File: src/rtl/hazard_scoreboard.sv
// hazard_scoreboard
//   Hazard detection and operand forwarding for the in-order pipeline, placed
//   beside the ID stage. A shift-register scoreboard follows in-flight
//   register writes through DEPTH post-ID stages (1 = EX, 2 = MEM, ...).
//   For each ID source operand the youngest matching in-flight write is
//   either forwarded from its stage result or, if not yet available, turned
//   into a stall (bubble) request. ID-resolved branches need results one
//   stage earlier than ALU consumers.
//
// Parameters
//   AW, DW       register address / datapath width
//   DEPTH        tracked post-ID stages
//   LOAD_STAGE   stage whose output carries load data (1..DEPTH)
//   SW           forwarding-select width (derived)
//
// Ports
//   clk, rst                  clock (rising edge), async active-low reset
//   id_valid, id_rs, id_rt    ID instruction and its source registers
//   id_rs_used, id_rt_used    sources actually read
//   id_rd, id_regw            destination and write enable
//   id_is_load, id_branch     load / compares-in-ID flags
//   flush                     squash the ID instruction
//   id_rf_a, id_rf_b          register-file read data
//   stage_data                stage k result at [k*DW-1:(k-1)*DW]
//   stall                     hold PC and IF/ID, bubble into stage 1
//   fwd_sel_a, fwd_sel_b      0 = register file, k = stage k
//   op_a, op_b                resolved operands
//   perf_stall_cnt, perf_fwd_cnt   saturating counters (optional)
//
// Optional feature macro: HAZARD_SCOREBOARD_PERF_EN adds the perf counters.

module hazard_scoreboard #(
  parameter int AW         = 5,
  parameter int DW         = 32,
  parameter int DEPTH      = 3,
  parameter int LOAD_STAGE = 2,
  localparam int SW        = $clog2(DEPTH + 1)
) (
  input  logic                clk,
  input  logic                rst,
  input  logic                id_valid,
  input  logic [AW-1:0]       id_rs,
  input  logic [AW-1:0]       id_rt,
  input  logic                id_rs_used,
  input  logic                id_rt_used,
  input  logic [AW-1:0]       id_rd,
  input  logic                id_regw,
  input  logic                id_is_load,
  input  logic                id_branch,
  input  logic                flush,
  input  logic [DW-1:0]       id_rf_a,
  input  logic [DW-1:0]       id_rf_b,
  input  logic [DEPTH*DW-1:0] stage_data,
  output logic                stall,
  output logic [SW-1:0]       fwd_sel_a,
  output logic [SW-1:0]       fwd_sel_b,
  output logic [DW-1:0]       op_a,
  output logic [DW-1:0]       op_b
`ifdef HAZARD_SCOREBOARD_PERF_EN
  ,
  output logic [31:0]         perf_stall_cnt,
  output logic [31:0]         perf_fwd_cnt
`endif
);

  // One extra bit so that rdy + branch (up to DEPTH+1) fits.
  localparam int NW = SW + 1;

  if (LOAD_STAGE < 1 || LOAD_STAGE > DEPTH) begin : g_bad_load_stage
    $error("hazard_scoreboard: LOAD_STAGE must be in 1..DEPTH");
  end

  typedef struct packed {
    logic          hit;
    logic [SW-1:0] stage;
    logic [NW-1:0] rdy;
  } match_t;

  logic [DEPTH:1] e_v;
  logic [AW-1:0]  e_rd  [1:DEPTH];
  logic [NW-1:0]  e_rdy [1:DEPTH];

  logic   issue;
  match_t m_a, m_b;
  logic   haz_a, haz_b;

  // ---------------------------------------------------------------------------
  // Scoreboard shift register
  // ---------------------------------------------------------------------------
  assign issue = id_valid && id_regw && (id_rd != '0) && !stall && !flush;

  always_ff @(posedge clk or negedge rst) begin
    if (!rst) begin
      e_v <= '0;
      for (int unsigned k = 1; k <= DEPTH; k++) begin
        e_rd[k]  <= '0;
        e_rdy[k] <= '0;
      end
    end else begin
      e_v[1]   <= issue;
      e_rd[1]  <= id_rd;
      e_rdy[1] <= id_is_load ? NW'(LOAD_STAGE) : NW'(1);
      for (int unsigned k = 2; k <= DEPTH; k++) begin
        e_v[k]   <= e_v[k-1];
        e_rd[k]  <= e_rd[k-1];
        e_rdy[k] <= e_rdy[k-1];
      end
    end
  end

  // ---------------------------------------------------------------------------
  // Match search: first hit scanning from stage 1 is the youngest writer
  // ---------------------------------------------------------------------------
  function automatic match_t find_match(input logic [AW-1:0] src);
    match_t m;
    m = '0;
    for (int unsigned k = 1; k <= DEPTH; k++) begin
      if (!m.hit && src != '0 && e_v[k] && e_rd[k] == src) begin
        m.hit   = 1'b1;
        m.stage = SW'(k);
        m.rdy   = e_rdy[k];
      end
    end
    return m;
  endfunction

  always_comb begin
    logic [NW-1:0] need_a, need_b;
    logic          ok_a, ok_b;
    m_a    = find_match(id_rs);
    m_b    = find_match(id_rt);
    need_a = m_a.rdy + NW'(id_branch);
    need_b = m_b.rdy + NW'(id_branch);
    ok_a   = m_a.hit && (NW'(m_a.stage) >= need_a);
    ok_b   = m_b.hit && (NW'(m_b.stage) >= need_b);
    // Not-yet-ready sources stall; select stays on the register file then.
    haz_a     = id_rs_used && m_a.hit && !ok_a;
    haz_b     = id_rt_used && m_b.hit && !ok_b;
    fwd_sel_a = ok_a ? m_a.stage : '0;
    fwd_sel_b = ok_b ? m_b.stage : '0;
  end

  assign stall = id_valid && !flush && (haz_a || haz_b);

  // ---------------------------------------------------------------------------
  // Operand muxes
  // ---------------------------------------------------------------------------
  always_comb begin
    op_a = id_rf_a;
    op_b = id_rf_b;
    for (int unsigned k = 1; k <= DEPTH; k++) begin
      if (fwd_sel_a == SW'(k)) op_a = stage_data[(k-1)*DW +: DW];
      if (fwd_sel_b == SW'(k)) op_b = stage_data[(k-1)*DW +: DW];
    end
  end

`ifdef HAZARD_SCOREBOARD_PERF_EN
  // ---------------------------------------------------------------------------
  // Saturating performance counters
  // ---------------------------------------------------------------------------
  logic fwd_event;
  assign fwd_event = id_valid && !stall && (fwd_sel_a != '0 || fwd_sel_b != '0);

  always_ff @(posedge clk or negedge rst) begin
    if (!rst) begin
      perf_stall_cnt <= '0;
      perf_fwd_cnt   <= '0;
    end else begin
      if (stall && perf_stall_cnt != '1)
        perf_stall_cnt <= perf_stall_cnt + 32'd1;
      if (fwd_event && perf_fwd_cnt != '1)
        perf_fwd_cnt <= perf_fwd_cnt + 32'd1;
    end
  end
`endif

endmodule
File: config.mk
export PLATFORM = sky130hd
export DESIGN_NAME = hazard_scoreboard
export DESIGN_NICKNAME = d
export VERILOG_FILES = /design/src/rtl/hazard_scoreboard.sv
export SDC_FILE = /design/constraint.sdc
export NUM_CORES = 1
export LEC_CHECK = 0
export ABC_AREA = 1
export CAP_MARGIN = 15
export CORE_UTILIZATION = 38
export CTS_CLUSTER_DIAMETER = 40
export DETAILED_ROUTE_END_ITERATION = 12
export GPL_ROUTABILITY_DRIVEN = 0
export GPL_TIMING_DRIVEN = 0
export PLACE_DENSITY_LB_ADDON = 0.25
export SYNTH_ARGS = -nofsm -noshare
export SYNTH_HDL_FRONTEND = slang
export SYNTH_SLANG_ARGS = --single-unit
export TNS_END_PERCENT = 50
File: constraint.sdc
create_clock -name clk -period 4.9 [get_ports clk]
set_clock_uncertainty 0.05 [all_clocks]
set_input_delay 0.98 -clock clk [delete_from_list [all_inputs] [get_ports clk]]
set_output_delay 0.98 -clock clk [all_outputs]
set_load 0.05 [all_outputs]
* Yosys cells after proc, flatten, opt, wreduce, memory -nomap -nowiden
Index checks and enable logic that the tools add are counted.
W data, S select, Z words.
** Word-level totals
- Flip-flop bits (word level) :: 24
- Word-level logic and storage cells :: 78
- Input port bits :: 184
- Output and inout port bits :: 69
** Cells by class
- $lt $le $gt $ge :: 2
- Eq/ne operators :: 12
- Muxes and demuxes :: 15
- Add/sub/neg operators :: 2
- Reduce and logical (&&, ||, !) cells :: 40
** Operators with widths (count)
- $mux W32 :: 6
- $mux W6 :: 6
- $eq A5 B5 Y1 :: 6
- $logic_and A1 B1 Y1 :: 28
- $reduce_bool A5 Y1 :: 3
- $eq A2 B2 Y1 const B :: 4
- $logic_not A1 Y1 :: 8
- $add A3 B1 Y3 :: 2
- $ge A2 B3 Y1 :: 2
- $mux W2 :: 3
- $eq A2 B1 Y1 const B :: 2
- $logic_or A1 B1 Y1 :: 1

* Longest topological paths before layout
- Depth in word-level cells :: 24
- Gate-level depth with buffers :: 26
- Depth with buffers taken out :: 24

* Least setup slack after synthesis
No wires, ideal clock.
- Kind :: input -> output
- Start :: input id_rt[1]
- End :: output op_b[21]
- Arrival time :: 4126 ps
- Required time :: 3870 ps
- Buffers on the path :: 2
- Cell stages on the path :: 22
- Setup slack :: -256 ps
- Cell sequence :: buf_4 nor2_2 nand2_1 nor2_4 nor2_2 nand2_2 nand3_2 o22ai_1 inv_1 ha_1 ha_1 inv_1 ha_1 a21oi_1 nor2_1 nand2_4 nor2_4 nand2_4 inv_4 buf_4 nand2_1 nand2_1
** On the way
- Longest elaborated chain between the ends :: 22
- Elaborated cells on any way between the ends :: 27
- Those cells by class :: add/sub (1); order compare (1); eq/ne (6); mux (7); reduce/logical (12)
** RTL lines
- from (decl) :: RTL line 43 : input logic [AW-1:0] id_rt,
- $reduce_bool A5 Y1 :: RTL line 118 : if (!m.hit && src != '0 && e_v[k] && e_rd[k] == src) begin
- $logic_and A1 B1 Y1 (2 in series) :: RTL line 118
- $mux W6 :: RTL line 118
- $logic_not A1 Y1 :: RTL line 118
- $logic_and A1 B1 Y1 (3 in series) :: RTL line 118
- $mux W6 :: RTL line 118
- $logic_not A1 Y1 :: RTL line 118
- $logic_and A1 B1 Y1 (3 in series) :: RTL line 118
- $mux W6 * :: RTL line 118
- $add A3 B1 Y3 :: RTL line 133 : need_b = m_b.rdy + NW'(id_branch);
- $ge A2 B3 Y1 :: RTL line 135 : ok_b = m_b.hit && (NW'(m_b.stage) >= need_b);
- $logic_and A1 B1 Y1 :: RTL line 135
- $mux W2 * :: RTL line 140 : fwd_sel_b = ok_b ? m_b.stage : '0;
- via fwd_sel_b[1] :: RTL line 56 : output logic [SW-1:0] fwd_sel_b,
- $eq A2 B1 Y1 :: RTL line 153 : if (fwd_sel_b == SW'(k)) op_b = stage_data[(k-1)*DW +: DW];
- $mux W32 (2 in series) :: RTL line 153
- $mux W32 * :: RTL line 153
- to (decl) :: RTL line 58 : output logic [DW-1:0] op_b
Mark *: on every way through the listed nets, which the timed path passes. The rest lies on a longest branch.

* Worst setup path after layout
- Start :: input id_rs[3]
- End :: output op_a[16]
** On the way
- Longest elaborated chain between the ends :: 22
- Elaborated cells on any way between the ends :: 27
- Those cells by class :: add/sub (1); order compare (1); eq/ne (6); mux (7); reduce/logical (12)
** RTL lines
- from (decl) :: RTL line 42 : input logic [AW-1:0] id_rs,
- $reduce_bool A5 Y1 :: RTL line 118
- $logic_and A1 B1 Y1 (2 in series) :: RTL line 118
- $mux W6 :: RTL line 118
- $logic_not A1 Y1 :: RTL line 118
- $logic_and A1 B1 Y1 (3 in series) :: RTL line 118
- $mux W6 :: RTL line 118
- $logic_not A1 Y1 :: RTL line 118
- $logic_and A1 B1 Y1 (3 in series) :: RTL line 118
- $mux W6 * :: RTL line 118
- $add A3 B1 Y3 :: RTL line 132 : need_a = m_a.rdy + NW'(id_branch);
- $ge A2 B3 Y1 :: RTL line 134 : ok_a = m_a.hit && (NW'(m_a.stage) >= need_a);
- $logic_and A1 B1 Y1 :: RTL line 134
- $mux W2 * :: RTL line 139 : fwd_sel_a = ok_a ? m_a.stage : '0;
- $eq A2 B1 Y1 :: RTL line 152 : if (fwd_sel_a == SW'(k)) op_a = stage_data[(k-1)*DW +: DW];
- $mux W32 (2 in series) :: RTL line 152
- $mux W32 * :: RTL line 152
- to (decl) :: RTL line 57 : output logic [DW-1:0] op_a,
Every way passes the cells marked *; elsewhere a longest branch is shown, timed or not.

==> flow_metrics.tcl <==
set metrics [dict create \
    firstDrtPassIters 7 \
    crit_required_ns 3.87 \
    htreeDepth 1 \
    post-route-min-period_ns 5.318 \
    violations "negative setup slack" \
    antenna_found_initial 0 \
    vias 7305 \
    clk_pin_slew_worst_paths_ns 0.08 \
    initial_core_util 0.3945 \
    period_share 1.085 \
    synthCells 759 \
    die-area_sq_mm 0.01119 \
    first_global_vias 6338 \
    final_max_slew_viol_count 0 \
    synth_edf_count 0 \
    synth.largest_area_cell "nand2_1" \
    synth_seq_cells 24 \
    hold_violations 0 \
    cp-start-kind "primary input" \
    grt_use_total 0.3740 \
    grt_setup_unrepaired "yes" \
    post-place-ws_ns -1.714 \
    tns_ns -18.08 \
    worst_ep_arrival_time_ns 4.29 \
    yosysTopAreaCellShare 0.2339 \
    cts_hold_buf 0 \
    die_height_microns 105.8 \
    critical_path_class "in -> out" \
    cts-root-buf "clkbuf_8" \
    area_delta_synth_final_pct 120.4 \
    hpwl_microns 13980 \
    fp.coreArea_sq_mm 0.01037 \
    syn_avg_cell_area_sq_um 5.391 \
    critical_path.endpoint_type "primary output" \
    min_path_type "reg -> reg" \
    io_buffers 251 \
    drt_first_iter_violations 991 \
    dieWidth_microns 105.8 \
    overflow 0 \
    finalSetupViolations 67 \
    synth_area_sq_mm 0.004091 \
    synth_warnings 0 \
    relSlewSlack 0.3179 \
    async_reset_ff_frac 1.000 \
    fmax_mhz 188.0 \
    cts_made_buffers 3 \
    drc 0 \
    ir_worst_vdd_v 0.0002288 \
    power.density_mw_per_mm2 106.9 \
    synthesis.nets 951 \
    status "finished, violations left" \
    cap_viol_max_count 0 \
    insertion_delay_ns 0.27 \
    cts_tree "done" \
    io_pins 253 \
    final_util 0.8697 \
    vias_per_cell 6.037 \
    n_antenna_cell 0 \
    cts.sinks 24 \
    synth.area.top_cells "nand2_1 23%, dfrtp_1 15%, nand3_1 13%" \
    grt_pass1_wl_microns 33220 \
    finalWorstSetupSlack_ns -0.4183 \
    rrSetupSlack_ns 1.34 \
    drive_above_1_share 0.3585 \
    cts_buffer_depth 2 \
    final_area_sq_mm 0.009019 \
    yosysMostFrequentCell "nand2_1" \
    power.leakage_nw 4.536 \
    crit_path_max_fanout 5 \
    wl_per_cell_microns 22.09 \
    synth-seq-area-share 0.1468 \
    wl_microns 26730 \
    synth_common_cells "255 x nand2_1, 125 x inv_1, 106 x nand3_1" \
    grt_max_degree 25 \
    worstMarginPinSlew_ns 1.020 \
    dpl-instance-area_sq_mm 0.006929 \
    ant_nets 0 \
    num_rows 37 \
    ys_types 37 \
    synth_flop_cell "dfrtp_1" \
    nets 1267 \
]
-- per-layer routing --
metal | wire [microns] | part of all wire | global-route usage
met2 | 12140 | 0.45 | 0.6485
met5 | 47 | 0.0018 | 0
met4 | 2565 | 0.096 | 0.2163
met1 | 8933 | 0.33 | 0.4253
met3 | 3039 | 0.11 | 0.07359
-- flip-flops by register name, indices dropped and copies added (netlist names) --
| register | flops |
|---|---|
| e_rd | 15 |
| e_rdy | 6 |
| e_v | 3 |
-- cell families after synthesis --
logic type,share of synthesized area
adder cells (fa/ha/maj),0.02447
buffers and inverters,0.1835
AND/OR/NAND/NOR,0.4844
XOR/XNOR,0.02141
flip-flops,0.1468
AO/OA/AOI/OAI,0.1394
-- layout make-up --
class | instances | area, sq um
Clock buffer | 4 | 55.05
Tap cell | 136 | 170.2
Fill cell | 517 | 1351
Multi-Input combinational cell | 559 | 3911
Inverter | 140 | 550.5
Buffer | 37 | 446.7
Sequential cell | 24 | 600.6
Timing Repair Buffer | 310 | 3284
-- report_power, final --
| group | internal [mW] | total [mW] | switching [mW] |
|---|---|---|---|
| Clock | 0.0718 | 0.131 | 0.0592 |
| Sequential | 0.208 | 0.220 | 0.0122 |
| Combinational | 0.287 | 0.613 | 0.327 |
| Total | 0.566 | 0.964 | 0.398 |
-- layout by cell type (no fill, tap or decap), types with 5 or more instances in the layout --
cell type and instances:
o21ai_1 8, ha_4 7, buf_4 63, nand2_2 32, o22ai_4 6, buf_6 58
nand3_1 90, inv_1 118, nor2_4 13, nor2_1 41, nand2_1 207, nand3_2 17
clkbuf_8 5, inv_4 5, o21bai_1 7, clkbuf_16 5, clkdlybuf4s50_1 173, inv_2 16
buf_8 37, o21bai_4 22, nand2_4 19, dfrtp_1 24, buf_12 5, o22ai_2 26
nor2_2 16, xor2_1 5
-- stage by stage --
stage	hold WS, ns	power, mW	std cells
global placement	0.3062	0.6943	1146
finish	0.3530	0.9644	1210
global route	0.3630	1.002	1210
detailed placement	0.3095	0.6978	1146
floorplan	0.3037	0.4508	759
CTS	0.3277	0.8894	1196
-- final timing paths --
check | start | to | cells after the start
setup / recovery | id_rs[3] | op_a[16] | 23
hold / removal | e_rdy[6] | e_rdy[3] | 0
setup reg to reg | e_rd[1] | e_v[1] | 23
hold reg to reg | e_rdy[6] | e_rdy[3] | 0
max in group asynchronous | rst | e_rd[0] | 1
min in group asynchronous | rst | e_v[1] | 1
-- worst max-delay path, cell delays in order --
cell and delay, ns:
buf_4 0.14, nor2_1 0.14, nand3_2 0.15, nand2_1 0.14, nor2_4 0.06, inv_2 0.14, nand3_4 0.13, buf_6 0.14
buf_4 0.14, nor2_2 0.15, a21oi_2 0.07, ha_4 0.28, inv_4 0.03, ha_4 0.27, a21oi_4 0.06, nor2_4 0.11
buf_6 0.15, nand4_4 0.19, buf_6 0.21, nand2_1 0.10, nand2_1 0.14, o21bai_4 0.17, buf_8 0.17
-- what timing repair did --
| item | 4_1_cts | 5_1_grt |
|---|---|---|
| resized for setup | 697 | 143 |
| pin swaps | 56 | 60 |
| endpoints found under the setup margin | 69 | 69 |
| setup buffers | 37 | 12 |
| gates cloned | 9 | 2 |
No activity file was read; power rests on OpenSTA's default activity.
